<file path="config.mk">
export PLATFORM = sky130hd
export DESIGN_NAME = add_arbiter_flat
export DESIGN_NICKNAME = d
export VERILOG_FILES = /design/src/rtl/add_arbiter_if.sv /design/src/rtl/add_arbiter.sv /design/src/flat_wrapper.sv
export SDC_FILE = /design/constraint.sdc
export NUM_CORES = 1
export LEC_CHECK = 0
export CORE_MARGIN = 3
export CORE_UTILIZATION = 45
export DETAILED_ROUTE_END_ITERATION = 8
export PLACE_DENSITY_LB_ADDON = 0.15
export SYNTH_ARGS = -nofsm -noshare
export SYNTH_HDL_FRONTEND = slang
export SYNTH_SLANG_ARGS = --single-unit
export TNS_END_PERCENT = 20
</file>
<file path="constraint.sdc">
create_clock -name clk -period 4.18 [get_ports clk]
set_input_delay 0.836 -clock clk [delete_from_list [all_inputs] [get_ports clk]]
set_output_delay 0.836 -clock clk [all_outputs]
set_load 0.01 [all_outputs]
</file>
<file path="src/rtl/add_arbiter_if.sv">
// Request/result bundle for add_arbiter: request and operand inputs, one-hot grant, valid/ready result.
// Grant is combinational. The result register is released by res_ready.
interface add_arbiter_if;
   logic [3:0] req;
   logic [7:0] operand;
   logic [3:0] gnt;
   logic       res_valid;
   logic [3:0] res_data;
   logic [1:0] res_id;
   logic       res_ready;
   logic       busy;
   logic [7:0] served_cnt;

   modport master (
      output req, operand, res_ready,
      input  gnt, res_valid, res_data, res_id, busy, served_cnt
   );

   modport slave (
      input  req, operand, res_ready,
      output gnt, res_valid, res_data, res_id, busy, served_cnt
   );
endinterface

</file>
<file path="src/rtl/add_arbiter.sv">
// Round-robin arbiter that adds OFFSET to the winning operand. The grant is combinational, and the result follows one cycle later.
// Backpressure: while a result is unconsumed (res_ready low), grants stop. Consume and grant can happen in the same cycle.
module add_arbiter #(
   parameter int         N_REQ  = 4,
   parameter logic [2:0] OFFSET = 3'b111
) (
   input  logic           clk,
   input  logic           rst,
   add_arbiter_if.slave   bus
);
   typedef enum logic {IDLE, HOLD} state_t;

   state_t             r_state;
   state_t             w_state_nxt;
   logic [1:0]         r_ptr;
   logic               r_res_valid;
   logic [3:0]         r_res_data;
   logic [1:0]         r_res_id;
   logic [7:0]         r_served_cnt;

   logic [N_REQ-1:0]   w_rot;
   logic [1:0]         w_off;
   logic [1:0]         w_winner;
   logic               w_opp;
   logic               w_grant;
   logic               w_consume;
   logic [1:0]         w_operand;
   logic [3:0]         w_sum;

   // Rotate so that bit 0 is the requester at the pointer. The first set bit then wins.
   always_comb begin
      w_rot = bus.req;
      case (r_ptr)
         2'd0: w_rot = bus.req;
         2'd1: w_rot = {bus.req[0],   bus.req[3:1]};
         2'd2: w_rot = {bus.req[1:0], bus.req[3:2]};
         2'd3: w_rot = {bus.req[2:0], bus.req[3]};
         default: w_rot = bus.req;
      endcase
   end

   always_comb begin
      w_off = 2'd0;
      if (w_rot[0])      w_off = 2'd0;
      else if (w_rot[1]) w_off = 2'd1;
      else if (w_rot[2]) w_off = 2'd2;
      else if (w_rot[3]) w_off = 2'd3;
   end

   assign w_winner  = r_ptr + w_off;
   assign w_opp     = (r_state == IDLE) || bus.res_ready;
   assign w_grant   = !rst && w_opp && (|bus.req);
   assign w_consume = (r_state == HOLD) && r_res_valid && bus.res_ready;
   assign w_operand = bus.operand[{w_winner, 1'b0} +: 2];
   assign w_sum     = {2'b00, w_operand} + {1'b0, OFFSET};

   always_comb begin
      w_state_nxt = r_state;
      bus.gnt     = 4'b0000;
      if (w_grant) begin
         w_state_nxt = HOLD;
         bus.gnt     = 4'b0001 << w_winner;
      end else if (w_consume) begin
         w_state_nxt = IDLE;
      end
   end

   always_ff @(posedge clk) begin
      if (rst) begin
         r_state      <= IDLE;
         r_ptr        <= 2'd0;
         r_res_valid  <= 1'b0;
         r_res_data   <= 4'd0;
         r_res_id     <= 2'd0;
         r_served_cnt <= 8'd0;
      end else begin
         r_state <= w_state_nxt;
         if (w_grant) begin
            r_res_data  <= w_sum;
            r_res_id    <= w_winner;
            r_res_valid <= 1'b1;
            r_ptr       <= w_winner + 2'd1;
         end else if (w_consume) begin
            r_res_valid <= 1'b0;
         end
         if (w_consume && (r_served_cnt != 8'hFF))
            r_served_cnt <= r_served_cnt + 8'd1;
      end
   end

   assign bus.res_valid  = r_res_valid;
   assign bus.res_data   = r_res_data;
   assign bus.res_id     = r_res_id;
   assign bus.busy       = (r_state == HOLD);
   assign bus.served_cnt = r_served_cnt;
endmodule

</file>
<file path="src/flat_wrapper.sv">
// flat-port wrapper written by rule: the top's interface ports become plain ports
module add_arbiter_flat 
#(
   parameter int         N_REQ  = 4,
   parameter logic [2:0] OFFSET = 3'b111
)
  (clk, rst, bus_req, bus_operand, bus_res_ready, bus_gnt, bus_res_valid, bus_res_data, bus_res_id, bus_busy, bus_served_cnt);
  add_arbiter_if bus_i ();
  input  logic clk;
  input  logic rst;
  input wire logic [$bits(bus_i.req)-1:0] bus_req;
  input wire logic [$bits(bus_i.operand)-1:0] bus_operand;
  input wire logic [$bits(bus_i.res_ready)-1:0] bus_res_ready;
  output wire logic [$bits(bus_i.gnt)-1:0] bus_gnt;
  output wire logic [$bits(bus_i.res_valid)-1:0] bus_res_valid;
  output wire logic [$bits(bus_i.res_data)-1:0] bus_res_data;
  output wire logic [$bits(bus_i.res_id)-1:0] bus_res_id;
  output wire logic [$bits(bus_i.busy)-1:0] bus_busy;
  output wire logic [$bits(bus_i.served_cnt)-1:0] bus_served_cnt;
  assign bus_i.req = bus_req;
  assign bus_i.operand = bus_operand;
  assign bus_i.res_ready = bus_res_ready;
  assign bus_gnt = bus_i.gnt;
  assign bus_res_valid = bus_i.res_valid;
  assign bus_res_data = bus_i.res_data;
  assign bus_res_id = bus_i.res_id;
  assign bus_busy = bus_i.busy;
  assign bus_served_cnt = bus_i.served_cnt;
  add_arbiter #(.N_REQ(N_REQ), .OFFSET(OFFSET)) u_core (.clk(clk), .rst(rst), .bus(bus_i));
endmodule
</file>
; ---- After elaboration in Yosys (flattened, before gate mapping)
; Cells that the tools add are included.
[op_classes]
add_sub_neg = 4
shift = 2
n_bitwise = 1
reduce_logical = 9
n_mux = 8
n_eq_ne = 4
[op_table]
columns = op, n
row1 = $pmux W4 S4, 1
row2 = $add A8 B1 Y8 const B, 1
row3 = $mux W2, 4
row4 = $ne A8 B8 Y1 const B, 1
row5 = $shiftx A8 B4 Y2, 1
row6 = $add A2 B3 Y4 const B, 1
row7 = $eq A2 B2 Y1 const B, 2
row8 = $logic_and A1 B1 Y1, 4
row9 = $mux W4, 1
row10 = $reduce_or A4 Y1, 1
row11 = $shl A1 B2 Y4 const A, 1
row12 = $add A2 B1 Y2 const B, 1
row13 = $add A2 B2 Y2, 1
row14 = $eq A2 B1 Y1 const B, 1
row15 = $logic_not A2 Y1, 1
row16 = $mux W1, 2
row17 = $reduce_bool A2 Y1, 1
row18 = $logic_not A1 Y1, 1
row19 = $logic_or A1 B1 Y1, 1
row20 = $not A1 Y1, 1
[totals]
regBits = 17
inputBits = 15
wordCells = 33
out_inout_bits = 20

; ---- Longest topological paths before layout
[depth]
ltp_word = 9
mapped_depth = 12
mapped_depth_nobuf = 11

; ---- Least setup slack after synthesis
; OpenSTA, ideal clock, no wires.
[synth_timing]
kind = input -> output
start = input port bus_req[0]
end = output port bus_gnt[0]
t_required_ps = 3344
arrival_ps = 2489
path_slack_ps = 855
path_stages = 7
n_path_buf = 1
path_cell_list = buf_2 > nor2_1 > or4b_4 > a21oi_4 > or2_4 > xnor3_2 > nor4_2
[synth_via]
elab_chain_cells = 8
elab_cells_between_ends = 10
cone_classes = 1 x add/sub / 1 x shift / 6 x mux / 2 x reduce/logical
[synth_lines]
columns = element, line_no
row1 = "start, declared", flat_wrapper.sv:11  ; input wire logic [$bits(bus_i.req)-1:0] bus_req;
row2 = $pmux W4 S4, add_arbiter.sv:33  ; case (r_ptr)
row3 = $mux W2, add_arbiter.sv:47  ; else if (w_rot[3]) w_off = 2'd3;
row4 = $mux W2, add_arbiter.sv:46  ; else if (w_rot[2]) w_off = 2'd2;
row5 = $mux W2, add_arbiter.sv:45  ; else if (w_rot[1]) w_off = 2'd1;
row6 = $mux W2, add_arbiter.sv:44  ; if (w_rot[0]) w_off = 2'd0;
row7 = $add A2 B2 Y2, add_arbiter.sv:50  ; assign w_winner = r_ptr + w_off;
row8 = $shl A1 B2 Y4, add_arbiter.sv:62  ; bus.gnt = 4'b0001 << w_winner;
row9 = $mux W4 *, add_arbiter.sv:60  ; if (w_grant) begin
row10 = "end, declared", flat_wrapper.sv:14  ; output wire logic [$bits(bus_i.gnt)-1:0] bus_gnt;
; Every way passes the cells marked *; elsewhere a longest branch is shown, timed or not.

; ---- Final worst setup path
[layout_timing]
start = input port bus_req[3]
end = output port bus_gnt[1]
; The elaborated chain is that of the path after synthesis.

==> summary.txt <==
Drt
  • Drt pass-1 iters: 4
  • DR WL/cell: 12.9 um
  • Iter 0 DRT Violations: 43
  • Vias per inst: 5.50
  • Drt drc: 0
  • Antenna-violating nets left: 0
  • Vias: 1210
  • Final WL: 2840 um

CTS
  • Clock transition at path regs: 0.10 ns
  • Cts hold-fix bufs: 0
  • CTS tree: built
  • TritonCTS Buffers: 3
  • Post-CTS setup buffers: 0
  • Total clock sinks: 17
  • CTS Buffer Depth: 2
  • Clock root buffer: clkbuf_4
  • H-Tree Depth: 1
  • Clock Latency Late Sink: 0.30 ns
  • Post_cts resized: 2

Critical path
  • R2r startpoint: u_core.r_ptr[1]
  • Arr. time, crit path: 3.08 ns
  • Crit Path Category: in -> out
  • FF-to-FF path depth: 9
  • CP Capture Type: primary output
  • Critical path launch point type: primary input
  • R2r setup slk: 1.30 ns
  • Crit-path max FO: 7
  • FF-to-FF End: u_core.bus.res_data[1]
  • Worst Path Required: 3.34 ns

Status
  • Run status: finished, final reports clean

Logic synthesis
  • Post-Syn Instances: 148
  • Syn_nets: 167
  • FF+latch count, synth: 17
  • Netlist cell types: 45
  • Syn Area/Cell: 7.96 um2
  • Synth async-reset ratio: 0%
  • Cell Area, Synth: 0.00118 mm2
  • Number of synthesized flops with an enable pin: 0
  • Synth Warn #: 0
  • Post-synth top flop: dfxtp_1
  • Sequential share of the synthesized area: 28.9%

Floorplan
  • Core area: 0.00234 mm2
  • Die area: 0.00327 mm2
  • Die span in y: 57.2 um
  • Initial Util: 50.4%
  • Die width: 57.2 um
  • I/O pins: 35
  • Row count: 17

Layout
  • Post-route cell area: 0.00167 mm2
  • Nets: 212
  • Commonest non-fill, non-tap cells in the layout: clkdlybuf4s50_1 (29), nor2_1 (23), buf_4 (17), dfxtp_1 (17), nand2_1 (13)
  • Layout Cells excl Fill: 220
  • Fillers: 196
  • Area Growth Syn to Fin: 41.6%
  • Share of cells above drive strength 1: 17.2%
  • N_diodes: 0
  • Most common cell after layout, fill and taps aside: clkdlybuf4s50_1

STA
  • Final Hold Vio Count: 0
  • Max Freq: 255 MHz
  • RSZ-0062 raised after global routing: no
  • Clk_skew: 0.00411 ns
  • Final Max Tran Viols: 0
  • Max_slew headroom: 57.8%
  • Number of setup violations in the final report: 0
  • Worst-margin pin slew: 0.632 ns
  • Min Tclk post-route: 3.92 ns
  • Final worst path period share: 93.7%

Power and ir drop
  • IR drop worst, VDD: 0.469 mV
  • Leak: 0.691 nW
  • Power Density: 480 mW/mm2

Placement
  • Final GP Congestion: 0.848
  • DP Area: 0.00163 mm2
  • Placed instance count: 216
  • Dpl hpwl: 2160 um
  • IO buf count: 34

Flow run
  • Max cap viols: 0

Global routing
  • Routing usage on met2: 30.2%
  • Most used routing layer: met2
  • Met1 Use GR: 24.8%
  • GRT overflow: 0
  • Global-route usage over all layers: 18.5%
  • First-pass GRT wire length: 4970 um
  • Pin count of the biggest net entering global routing: 15
  • Initial antenna violation count: 0
  • M3 GR Usage: 2.94%
  • Number of global-route vias before repair: 1142

Hold path
  • Path category of the worst min-delay check: reg -> reg
  • WHS Path Cells: 2
  • Hold endpoint: u_core.bus.res_id[0]
  • Hold path startpoint: u_core.bus.res_id[0]
[worst max-delay path by stage]
| stage | from | to | slack [ns] | depth (start not counted) |
|---|---|---|---|---|
| CTS | bus_req[1] | bus_gnt[1] | 0.02 | 9 |
| global route | bus_req[3] | bus_gnt[3] | 0.17 | 9 |
| finish | bus_req[3] | bus_gnt[1] | 0.26 | 9 |
| floorplan | bus_req[0] | bus_gnt[0] | 0.86 | 7 |
| detailed placement | bus_req[3] | bus_gnt[0] | -0.01 | 8 |
| global placement | bus_req[3] | bus_gnt[0] | 0.02 | 8 |
[kinds of logic after synthesis]
family / after synthesis / share of synthesized area, %
multiplexers: 6 / 6.69
XOR/XNOR: 6 / 5.73
adder cells (fa/ha/maj): 4 / 4.25
AO/OA/AOI/OAI: 33 / 20.8
AND/OR/NAND/NOR: 64 / 27.4
buffers and inverters: 18 / 6.26
flip-flops: 17 / 28.9
[critical path: stages]
cell             delay, ns
dlygate4sd2_1         0.32
nor2_1                0.10
or4b_4                0.50
a21oi_4               0.14
or2_4                 0.13
xnor3_2               0.25
buf_4                 0.17
nor2_1                0.10
clkdlybuf4s50_1       0.54
[sequential cells by signal, summed over array words and instances (netlist names)]
name	count
u_core.bus.res_data	4
u_core.bus.res_valid	1
u_core.bus.served_cnt	8
u_core.r_ptr	2
u_core.bus.res_id	2
[routing by layer]
metal  up-vias  routed length [um]
met1       567                1370
met4         0                  35
met2        26                1320
li1        615                   -
met5         -                   0
met3         2                 119
[metrics by stage]
step / setup slack (ns) / hold slack (ns) / power, mW / utilization (%) / setup TNS [ns]
after floorplan: 0.855 / 0.481 / 0.535 / - / 0
after detailed placement: -0.0131 / 0.460 / 0.714 / 69.8 / -0.0131
after global placement: 0.0193 / 0.454 / 0.705 / 69.8 / 0
final: 0.262 / 0.477 / 0.802 / 71.3 / 0
after global routing: 0.169 / 0.520 / 0.873 / 71.3 / 0
after CTS: 0.0165 / 0.478 / 0.806 / 70.9 / 0
[cell type report]
class / count / area (um2) / area share, %
clock buffers: 3 / 22.5 / 1.35
multi-input cells: 113 / 767 / 46.0
well taps: 28 / 35.0 / 2.10
inverters: 7 / 26.3 / 1.57
repair buffers: 51 / 473 / 28.3
clock inverters: 1 / 5.00 / 0.300
flip-flops and latches: 17 / 340 / 20.4
[report_power, final]
part	internal [mW]	switching, mW	total (mW)
clock	0.0357	0.0550	0.0908
combinational	0.261	0.215	0.476
sequential	0.194	0.0409	0.235
total	0.490	0.311	0.802
[synth_stat cells (2+ instances only)]
library cell	count	area share (%)
xor2_1	3	2.2
a211oi_1	3	1.9
o2111ai_1	2	1.5
nand3_1	7	3.0
mux2_2	2	1.9
nand3b_1	3	1.9
nor2_1	24	7.6
and3_1	2	1.1
or3_1	2	1.1
dfxtp_1	17	29
nand2_1	13	4.1
o21ai_0	5	2.1
o22ai_1	2	1.1
xnor2_1	2	1.5
mux2i_1	3	2.5
a21oi_1	8	3.4
buf_2	2	0.85
nor3_1	4	1.7
o211ai_1	2	1.3
a211o_1	2	1.5
clkbuf_1	7	2.2
inv_1	6	1.9
ha_1	4	4.2
nand2b_1	2	1.1
Power figures use the tool's default switching activity.
